[src/rtl/reset_sequencer_if.sv]
// Control and status bundle of the reset sequencer.
// The master drives enable/trigger and the slave returns reset lines and status.
interface reset_sequencer_if #(
  parameter int N_CH = 2
);
  logic            en_in;
  logic            trig_in;
  logic [N_CH-1:0] rst_out;
  logic            busy_out;
  logic            led_out;
  logic [15:0]     cycle_cnt_out;

  modport master (
    output en_in,
    output trig_in,
    input  rst_out,
    input  busy_out,
    input  led_out,
    input  cycle_cnt_out
  );

  modport slave (
    input  en_in,
    input  trig_in,
    output rst_out,
    output busy_out,
    output led_out,
    output cycle_cnt_out
  );
endinterface

[src/rtl/reset_sequencer.sv]
// Periodic/triggered reset generator with staggered per-channel release.
// Counts prescaled ticks and releases each channel at its own threshold.
module reset_sequencer #(
  parameter int N_CH     = 2,
  parameter int PRESCALE = 100,
  parameter int PULSE    = 500000,
  parameter int STAGGER  = 1000,
  parameter int PERIOD   = 60000000,
  parameter int CNT_W    = 30
) (
  input  logic               clk_in,
  input  logic               rst_n_in,
  reset_sequencer_if.slave   bus
);

  localparam int PW = (PRESCALE > 1) ? $clog2(PRESCALE) : 1;
  localparam int LAST = PULSE + (N_CH - 1) * STAGGER;

  localparam logic [PW-1:0]    PRE_END = PW'(PRESCALE - 1);
  localparam logic [CNT_W-1:0] P_END   = CNT_W'(PERIOD - 1);
  localparam logic [CNT_W-1:0] P_PULSE = CNT_W'(PULSE);
  localparam logic [CNT_W-1:0] P_LAST  = CNT_W'(LAST);

  typedef enum logic [1:0] {
    ASSERT,
    RELEASE,
    RUN,
    HOLD
  } state_e;

  state_e           state_q, state_d;
  logic [PW-1:0]    pre_q, pre_d;
  logic [CNT_W-1:0] p_q, p_d;
  logic [N_CH-1:0]  rst_q, rst_d;
  logic             led_q, led_d;
  logic [15:0]      cnt_q, cnt_d;
  logic [2:0]       sync_q;

  logic tick;
  logic busy;
  logic rise;
  logic restart;

  always_ff @(posedge clk_in or negedge rst_n_in) begin
    if (!rst_n_in) begin
      state_q <= ASSERT;
      pre_q   <= '0;
      p_q     <= '0;
      rst_q   <= '1;
      led_q   <= 1'b0;
      cnt_q   <= '0;
      sync_q  <= '0;
    end else begin
      state_q <= state_d;
      pre_q   <= pre_d;
      p_q     <= p_d;
      rst_q   <= rst_d;
      led_q   <= led_d;
      cnt_q   <= cnt_d;
      sync_q  <= {sync_q[1:0], bus.trig_in};
    end
  end

  // sync_q[2] is the previous synchronised sample, used for edge detect
  always_comb begin
    pre_d   = pre_q;
    p_d     = p_q;
    cnt_d   = cnt_q;
    rst_d   = rst_q;
    led_d   = led_q;
    state_d = state_q;

    tick    = (pre_q == PRE_END);
    busy    = (state_q == ASSERT) || (state_q == RELEASE);
    rise    = sync_q[1] & ~sync_q[2];
    restart = (rise & ~busy)
            | (tick & (p_q == P_END) & bus.en_in);

    pre_d = tick ? '0 : pre_q + PW'(1);

    if (restart) begin
      pre_d = '0;
      p_d   = '0;
      if (cnt_q != 16'hFFFF) cnt_d = cnt_q + 16'd1;
    end else if (tick && (p_q != P_END)) begin
      p_d = p_q + CNT_W'(1);
    end

    for (int k = 0; k < N_CH; k++) begin
      rst_d[k] = (p_d < CNT_W'(PULSE + k * STAGGER));
    end
    led_d = ~|rst_d;

    if (p_d < P_PULSE) begin
      state_d = ASSERT;
    end else if (p_d < P_LAST) begin
      state_d = RELEASE;
    end else if ((p_d == P_END) && !bus.en_in) begin
      state_d = HOLD;
    end else begin
      state_d = RUN;
    end
  end

  assign bus.rst_out       = rst_q;
  assign bus.busy_out      = busy;
  assign bus.led_out       = led_q;
  assign bus.cycle_cnt_out = cnt_q;

endmodule
[src/flat_wrapper.sv]
// flat-port wrapper written by rule: the top's interface ports become plain ports
module reset_sequencer_flat 
#(
  parameter int N_CH     = 2,
  parameter int PRESCALE = 100,
  parameter int PULSE    = 500000,
  parameter int STAGGER  = 1000,
  parameter int PERIOD   = 60000000,
  parameter int CNT_W    = 30
)
  (clk_in, rst_n_in, bus_en_in, bus_trig_in, bus_rst_out, bus_busy_out, bus_led_out, bus_cycle_cnt_out);
  reset_sequencer_if #(.N_CH(N_CH)) bus_i ();
  input  logic clk_in;
  input  logic rst_n_in;
  input wire logic [$bits(bus_i.en_in)-1:0] bus_en_in;
  input wire logic [$bits(bus_i.trig_in)-1:0] bus_trig_in;
  output wire logic [$bits(bus_i.rst_out)-1:0] bus_rst_out;
  output wire logic [$bits(bus_i.busy_out)-1:0] bus_busy_out;
  output wire logic [$bits(bus_i.led_out)-1:0] bus_led_out;
  output wire logic [$bits(bus_i.cycle_cnt_out)-1:0] bus_cycle_cnt_out;
  assign bus_i.en_in = bus_en_in;
  assign bus_i.trig_in = bus_trig_in;
  assign bus_rst_out = bus_i.rst_out;
  assign bus_busy_out = bus_i.busy_out;
  assign bus_led_out = bus_i.led_out;
  assign bus_cycle_cnt_out = bus_i.cycle_cnt_out;
  reset_sequencer #(.N_CH(N_CH), .PRESCALE(PRESCALE), .PULSE(PULSE), .STAGGER(STAGGER), .PERIOD(PERIOD), .CNT_W(CNT_W)) u_core (.clk_in(clk_in), .rst_n_in(rst_n_in), .bus(bus_i));
endmodule
[config.mk]
export PLATFORM = sky130hd
export DESIGN_NAME = reset_sequencer_flat
export DESIGN_NICKNAME = d
export VERILOG_FILES = /design/src/rtl/reset_sequencer_if.sv /design/src/rtl/reset_sequencer.sv /design/src/flat_wrapper.sv
export SDC_FILE = /design/constraint.sdc
export NUM_CORES = 1
export LEC_CHECK = 0
export CELL_PAD_IN_SITES_DETAIL_PLACEMENT = 1
export CELL_PAD_IN_SITES_GLOBAL_PLACEMENT = 2
export CORE_ASPECT_RATIO = 1.5
export CORE_UTILIZATION = 40
export DETAILED_ROUTE_END_ITERATION = 8
export GPL_ROUTABILITY_DRIVEN = 0
export PLACE_DENSITY = 0.94
export REMOVE_ABC_BUFFERS = 1
export SLEW_MARGIN = 25
export SYNTH_ARGS = -nofsm -noshare
export SYNTH_HDL_FRONTEND = slang
export SYNTH_SLANG_ARGS = --single-unit
[constraint.sdc]
create_clock -name clk_in -period 5.9 [get_ports clk_in]
set_input_delay 1.18 -clock clk_in [delete_from_list [all_inputs] [get_ports clk_in]]
set_output_delay 1.18 -clock clk_in [all_outputs]
set_load 0.05 [all_outputs]
==> results.md, run 1 <==
- The run finished with clean final reports.
- The initial antenna violation count came to 0.
- The number of max-cap violations is 0.
- Along the worst path, the maximum fanout reaches 8.
- Ranked by total cell area, the synthesized netlist is headed by sky130_fd_sc_hd__dfrtp_1 (45%), sky130_fd_sc_hd__xnor2_1 (6.4%), sky130_fd_sc_hd__xor2_1 (5.3%), sky130_fd_sc_hd__nor2_1 (4.2%), sky130_fd_sc_hd__nand2_1 (3.6%).
- The final worst clock skew is 0.007901 ns.
- IR analysis of the VDD net gives a maximum drop of 0.1524 mV.
- Entering global routing, the biggest net connects 60 pins.
- The per-cell routed wire length is 19.56 µm.
- The post-route core utilization is roughly half.
- The antenna diode count is 0.
- The worst hold path passes through 0 cells.
- The library cell with the largest summed area after synthesis is sky130_fd_sc_hd__dfrtp_1.
- The row count is 39.
- The leakage power total is about 1.6 nW.
- Counting flops with an async set or reset pin after synthesis yields a share of between 90% and 100%.
- The global-route wire length before repair is 15130 µm.
- Ranked by instance count, the synthesized netlist is headed by sky130_fd_sc_hd__dfrtp_1 (57), sky130_fd_sc_hd__nor2_1 (35), sky130_fd_sc_hd__nand2_1 (30).
- Counting the buffers created by CTS gives 9.
- The max-slew violation total from the final report came to 0.
- The worst-case hold slack is 0.3502 ns.
- In this run the power density over the cells is 240.0 nW/µm².
- The overall routing resource usage is between 20% and 30%.
- The type of element capturing the critical path is a register.
- The area growth from synthesis to layout is 18.76%.
- The minimum setup slack among reg-to-reg paths is 1.92 ns.
- The die boundary width is 74.51 µm.
- Clock-pin slew was measured on the worst setup and hold paths at 0.05 ns.
- The count of boundary I/O pins is 24.
- In this run, the number of DRC markers left after iteration 0 of detailed routing was between 100 and 150.
- Setup repair after global routing left no endpoint under its margin.
- The later pin in the worst-skew pair is clocked with a latency of 0.33 ns.
- A synthesized cell averages 9.676 µm².
- At the worst endpoint, the required time is 6.15 ns.
- The shortest period the worst path allows is approximately 4 ns.
- In this run, post-CTS repair resized a total of 0 instances.
- The number of nets with antenna violations after routing is 0.
- Input and output buffers added on the ports amount to 23.
- Detailed routing inserted a total of 2658 vias.
- Of the post-synthesis cell area, the dominant cell type holds 45.22%.
- The critical path is of the register to register type.
- The global route total overflow is 0.
- The clock tree root driver cell is sky130_fd_sc_hd__clkbuf_16.
- The multi-input combinational cells in the finished layout cover a total of 1595 µm².
- For the pin with the worst max-slew slack, the measured transition is roughly 0.95 ns.
- The part of the cycle the worst path needs is 67.43%.
- Counting every sink on the clock net gives 59.
- The area of the core is 7612 µm².
- The number of detailed-routing iterations run before antenna repair is 6.
- The total negative slack for setup checks is 0 ns.
- Dividing the detail-routed via count by the number of cells gives 5.791.
- The area of the die is 8252 µm².
- During synthesis, Yosys emitted a total of 0 warnings.
- The number of buffers on the longest clock path is 2.
- In this run the vertical extent of the chip is 110.8 µm.
- The via count of the first global-routing pass is ~2900.
- Setup violations remaining at the end of the flow were counted as 0.
- In this run the post-CTS setup repair buffer count came out at 0.
- The maximum clock frequency is ~250 MHz.
- Measured against its own limit, the worst slew margin works out to 36.73%.
- In the post-synthesis netlist, the cell with the most instances is sky130_fd_sc_hd__dfrtp_1.
- The class of the tightest hold or removal check is register to register.
- The post-layout net count is around 360.
- TritonCTS built the clock tree.
- The post-synthesis cell type count is 48.
- For the worst setup path, the data arrival time is between 4 and 5 ns.
- The starting density of the core is roughly two fifths.
- The number of filler cells placed in the layout is 887.
- For the worst flop-to-flop path, the logic depth is 9.
- The area taken by flip-flops and latches is between 1000 and 1500 µm².
- The gate count of the mapped netlist is 326.
- The detailed-route wire length is 8976 µm.
- The cell area that synthesis handed to floorplanning was 3154 µm².
- The kind of start point of the critical path is a register.
- The number of failing hold endpoints at the final stage is 0.
- After clock tree synthesis, the flow added hold-fix buffers numbering 0.
- Yosys mapped a number of flops with a built-in enable equal to 0.
- The maximum level of the CTS H-tree is 3.
- For this run, design rule violations remaining after detail routing come to 0.
- Sequential elements use 46.89% of the synthesized area.
- For this run, the leading register cell type out of synthesis is sky130_fd_sc_hd__dfrtp_1.
- Counting flops and latches in the post-synthesis netlist gives 59.
- Of the cells placed in the final design, the portion with a size suffix greater than 1 is 8.683%.
- The wire-length estimate of the detail-placed layout is 6503 µm.
-- cell type report --
cell class                 count  area share [%]
clock buffer                  14           7.047
clock inverter                 2          0.2672
inverter                      10           1.002
sequential                    59           39.48
multi-input combinational    248           42.59
tap                          102           3.407
timing repair buffer          24           6.212
-- critical path: stages, from the launching register on --
cell	delay [ns]
sky130_fd_sc_hd__dfrtp_1	0.36
sky130_fd_sc_hd__ha_1	0.23
sky130_fd_sc_hd__or4b_1	0.60
sky130_fd_sc_hd__nor4_1	0.72
sky130_fd_sc_hd__nand4_1	0.41
sky130_fd_sc_hd__a22oi_1	0.63
sky130_fd_sc_hd__and3_1	0.37
sky130_fd_sc_hd__nand2_1	0.16
sky130_fd_sc_hd__nor3_1	0.26
sky130_fd_sc_hd__xor2_1	0.17
-- cell families after synthesis --
logic type,count (synthesis),synth area share (%)
xor+xnor,42,11.66
simple gates,173,30.27
compound gates,27,6.426
buf+inv,19,2.539
flops,59,46.89
fa+ha+maj,3,1.190
mux,3,1.031
-- cell usage in the layout, fill, tap and decap left out, types with 3 or more instances in the layout --
master	synthesis	routed
sky130_fd_sc_hd__a21oi_1	4	4
sky130_fd_sc_hd__a31oi_1	4	4
sky130_fd_sc_hd__and2_1	8	8
sky130_fd_sc_hd__and3_1	9	9
sky130_fd_sc_hd__and4_1	7	7
sky130_fd_sc_hd__clkbuf_1	7	3
sky130_fd_sc_hd__clkbuf_16	0	9
sky130_fd_sc_hd__clkdlybuf4s50_1	0	22
sky130_fd_sc_hd__dfrtp_1	57	57
sky130_fd_sc_hd__ha_1	3	3
sky130_fd_sc_hd__inv_1	10	10
sky130_fd_sc_hd__nand2_1	30	30
sky130_fd_sc_hd__nand3_1	18	18
sky130_fd_sc_hd__nand4_1	18	18
sky130_fd_sc_hd__nor2_1	35	35
sky130_fd_sc_hd__nor3_1	14	14
sky130_fd_sc_hd__nor4_1	13	13
sky130_fd_sc_hd__o21ai_0	3	3
sky130_fd_sc_hd__or4_1	4	4
sky130_fd_sc_hd__or4_4	3	3
sky130_fd_sc_hd__xnor2_1	23	23
sky130_fd_sc_hd__xor2_1	19	19
-- state kept, by name, indices dropped and copies added, names as in the netlist --
register                  cells
u_core.bus.cycle_cnt_out     16
u_core.p_q                   30
u_core.sync_q                 3
u_core.bus.led_out            1
u_core.pre_q                  7
u_core.bus.rst_out            2
-- metrics by stage --
stage          cells  total power [mW]  area (µm²)  setup slack [ns]
2_1_floorplan    317            0.4135        3112             2.663
6_report         459            0.8989        3746             1.921
3_5_place_dp     443            0.4241        3472             1.806
4_1_cts          459            0.9104        3746             1.898
3_3_place_gp     443            0.4238        3472             1.892
5_1_grt          459            0.9267        3746             1.501
-- routing by layer --
metal	global-route usage, %	vias to the layer above	part of all wire, %
li1	-	1226	-
met1	26.13	1355	37
met2	44.50	52	56
met3	3.909	25	2.9
met4	14.59	0	3.9
met5	0	-	0
-- power by group --
part	internal (mW)	switching, mW	total (mW)
Clock	0.305	0.177	0.482
Sequential	0.406	0.000303	0.407
Combinational	0.00193	0.00829	0.0102
-- final timing paths --
check | start | end
worst max-delay path | u_core.pre_q[0]$_DFF_PN0_ | u_core.bus.cycle_cnt_out[15]$_DFFE_PN0P_
worst min-delay path | u_core.sync_q[0]$_DFF_PN0_ | u_core.sync_q[1]$_DFF_PN0_
worst max register to register | u_core.pre_q[0]$_DFF_PN0_ | u_core.bus.cycle_cnt_out[15]$_DFFE_PN0P_
worst min register to register | u_core.sync_q[0]$_DFF_PN0_ | u_core.sync_q[1]$_DFF_PN0_
max in group asynchronous | rst_n_in | u_core.p_q[27]$_DFF_PN0_
min in group asynchronous | rst_n_in | u_core.p_q[1]$_DFF_PN0_
Note: power is estimated with default switching activity, not from simulation.
==> inputs of run 2 (changes only) <==
--- a/config.mk
+++ b/config.mk
@@ -8,10 +8,10 @@
 export CELL_PAD_IN_SITES_DETAIL_PLACEMENT = 1
 export CELL_PAD_IN_SITES_GLOBAL_PLACEMENT = 2
 export CORE_ASPECT_RATIO = 1.5
-export CORE_UTILIZATION = 40
+export CORE_UTILIZATION = 37
 export DETAILED_ROUTE_END_ITERATION = 8
 export GPL_ROUTABILITY_DRIVEN = 0
-export PLACE_DENSITY = 0.94
+export PLACE_DENSITY = 0.89
 export REMOVE_ABC_BUFFERS = 1
 export SLEW_MARGIN = 25
 export SYNTH_ARGS = -nofsm -noshare
==> constraint.sdc (replaced) <==
create_clock -name clk_in -period 3.88 [get_ports clk_in]
set_input_delay 0.776 -clock clk_in [delete_from_list [all_inputs] [get_ports clk_in]]
set_output_delay 0.776 -clock clk_in [all_outputs]
set_load 0.05 [all_outputs]
==> results.md, run 2 (synthesis gave the netlist of run 1 again) <==
- The antenna diode count came to 0 (unchanged).
- The part of the cycle the worst path needs is 93.96% (+27 points).
- The per-cell routed wire length is 18.59 µm (-4.9%).
- The peak supply drop is 0.2094 mV (+37%).
- The ratio of total power to cell area was 358.2 nW/µm² (+49%).
- The path type of the worst setup path is register to register.
- The data arrival at the endpoint of the critical path is 3.83 ns (-0.40 ns).
- The number of buffers added on ports came to 23 (unchanged).
- The number of vias per cell is 5.630 (-2.8%).
- The top register by number of flip-flops is u_core.p_q.
- The global route total overflow came to 0 (unchanged).
- The HPWL after detailed placement is 6203 µm (-4.6%).
- The number of detailed-routing iterations run before antenna repair is 4 (-2).
- The worst-case hold slack came to 0.3499 ns (-0.0002200 ns).
- The worst setup path is launched from a register.
- The number of nets with antenna violations after routing is 0 (unchanged).
- STA classifies the critical path endpoint as a register.
- The number of failing setup endpoints in the final timing report is 0 (unchanged).
- The area of the die was 8906 µm² (+7.9%).
- The path class of the tightest hold or removal check is register to register.
- The global-route wire length before repair came to 14390 µm (-4.9%).
- The number of buffers on the longest clock path was 2 (unchanged).
- The leakage power total is 1.672 nW (+1.6%).
- The area taken by flip-flops and latches is 1479 µm² (unchanged).
- The largest fanout on the critical path was 8 (unchanged).
- The starting density of the core came to 38.67% (-2.8 points).
- The count of boundary I/O pins came to 24 (unchanged).
- The maximum level of the CTS H-tree was 3 (unchanged).
- The number of failing hold endpoints at the final stage came to 0 (unchanged).
- The worst-margin pin slew is 0.7820 ns (-0.1647 ns).
- The number of DRC markers in iteration 0 was 170 (+60%).
- The data required time of the worst path is 4.07 ns (-2.08 ns).
- The row count was 40 (+2.6%).
- The flip-flop count of the largest register, all copies and words added came to 30 (unchanged).
- The number of max-cap violations is 0 (unchanged).
- The number of filler cells placed in the layout is 947 (+6.8%).
- The clock tree root driver cell is sky130_fd_sc_hd__clkbuf_16.
- The die extent in y was 115.1 µm (+3.9%).
- The quantity of hold-fixing buffers added after cts is 0 (unchanged).
- The die boundary width is 77.39 µm (+3.9%).
- The via count of the first global-routing pass came to 2748 (-6.7%).
- The total negative slack for setup checks is 0 ns (unchanged).
- The share of post-route cells with drive strength above 1 came to 10.77% (+2.1 points).
- The total number of vias is 2629 (-1.1%).
- The area of the core is 8158 µm² (+7.2%).
- The maximum clock frequency is 274.3 MHz (+9.1%).
- The clock transition time at the flip-flop clock pins of the worst setup and hold paths is 0.05 ns (about the same).
- The number of clock buffers inserted by TritonCTS came to 9 (unchanged).
- The shortest period the worst path allows is 3.646 ns (-0.3329 ns).
- The pin count of the biggest net entering global routing is 60 (unchanged).
- The most common library cell in the layout ignoring fill and taps is sky130_fd_sc_hd__dfrtp_1.
- The CTS sink count is 59 (unchanged).
- The number of instances resized during post-cts repair is 0 (unchanged).
- TritonCTS built the clock tree.
- Compared with the post-synthesis result, the final layout area differs by 20.15%.
- The clock network latency to the later pin of the worst-skew pair is 0.34 ns (about the same).
- The final worst clock skew came to 0.007824 ns (-0.00007668 ns).
- The number of DRC violations after detailed routing is 0 (unchanged).
- The area taken by multi-input logic gates is 1595 µm² (unchanged).
- The initial antenna violation count came to 0 (unchanged).
- The max-slew violation total from the final report is 0 (unchanged).
- The max-slew headroom at the worst pin is 47.86% (+11 points).
- The flow ran to the end, and the final reports show no timing, DRC or antenna violations.
- The post-layout net count is 365 (+1.7%).
- Setup repair after global routing left no endpoint under its margin.
- The library cells used most frequently in the layout, excluding fill and tap cells, are sky130_fd_sc_hd__dfrtp_1 (57), sky130_fd_sc_hd__nor2_1 (35), sky130_fd_sc_hd__nand2_1 (30), sky130_fd_sc_hd__xnor2_1 (23), sky130_fd_sc_hd__clkdlybuf4s50_1 (22).
- The setup fix buffers added after clock tree synthesis is 0 (unchanged).
- The detailed-route wire length is 8683 µm (-3.3%).
- The overall routing resource usage is 21.53% (-3.3 points).
## run 2: cell types whose count changed in the layout (fill, tap and decap cells not counted), sizes merged
cell and delta:
clkinvlp +2, clkinv +1, clkbuf -4, buf +6
## run 2: per-stage QoR
step                power (mW)  utilization, %  std cells  worst slack [ns]  area, µm²
global route             1.396           46.46        467           0.03634       3790
detailed placement      0.6447           43.16        452            0.2661       3521
global placement        0.6446           43.16        452            0.3646       3521
floorplan               0.6288               -        317            0.6431       3112
CTS                      1.375           46.46        467            0.2336       3790
finish                   1.357           46.46        467            0.2343       3790
## run 2: cell type report
class	count	share of cell area, %
Timing Repair Buffer	30	7.329
Sequential cell	59	39.02
Multi-Input combinational cell	248	42.09
Clock inverter	5	0.7923
Tap cell	105	3.466
Inverter	10	0.9904
Clock buffer	10	6.306
## run 2: per-layer routing
metal  up-vias  wire length (µm)  global-route usage [%]
li1       1245                 -                       -
met1      1322              3607                   24.21
met2        41              4578                   38.23
met3        21               202                   2.698
met4         0               295                   13.96
met5         -                 0                       0
## run 2: final timing paths
kind	from	endpoint	slack, ns	depth (start not counted)
max	u_core.pre_q[0]$_DFF_PN0_	u_core.bus.led_out$_DFF_PN0_	0.23	8
min	u_core.sync_q[0]$_DFF_PN0_	u_core.sync_q[1]$_DFF_PN0_	0.35	0
max reg2reg	u_core.pre_q[0]$_DFF_PN0_	u_core.bus.led_out$_DFF_PN0_	0.23	8
min reg2reg	u_core.sync_q[0]$_DFF_PN0_	u_core.sync_q[1]$_DFF_PN0_	0.35	0
max in group asynchronous	rst_n_in	u_core.bus.cycle_cnt_out[10]$_DFFE_PN0P_	2.77	2
min in group asynchronous	rst_n_in	u_core.p_q[29]$_DFF_PN0_	0.60	2
## run 2: critical path, cell delays in order (launching register included)
cell,delay [ns]
sky130_fd_sc_hd__dfrtp_1,0.36
sky130_fd_sc_hd__ha_1,0.22
sky130_fd_sc_hd__or4b_1,0.63
sky130_fd_sc_hd__or4_1,0.61
sky130_fd_sc_hd__nor4_1,0.31
sky130_fd_sc_hd__xor2_1,0.13
sky130_fd_sc_hd__or4b_2,0.66
sky130_fd_sc_hd__o31ai_1,0.41
sky130_fd_sc_hd__o211ai_2,0.16
## run 2: power by group
part           internal [mW]  leakage (nW)  total (mW)  switching [mW]
clock network          0.441         0.130       0.724           0.283
registers              0.618         0.791       0.618        0.000508
logic                0.00290         0.751      0.0154          0.0125
total                   1.06          1.67        1.36           0.296
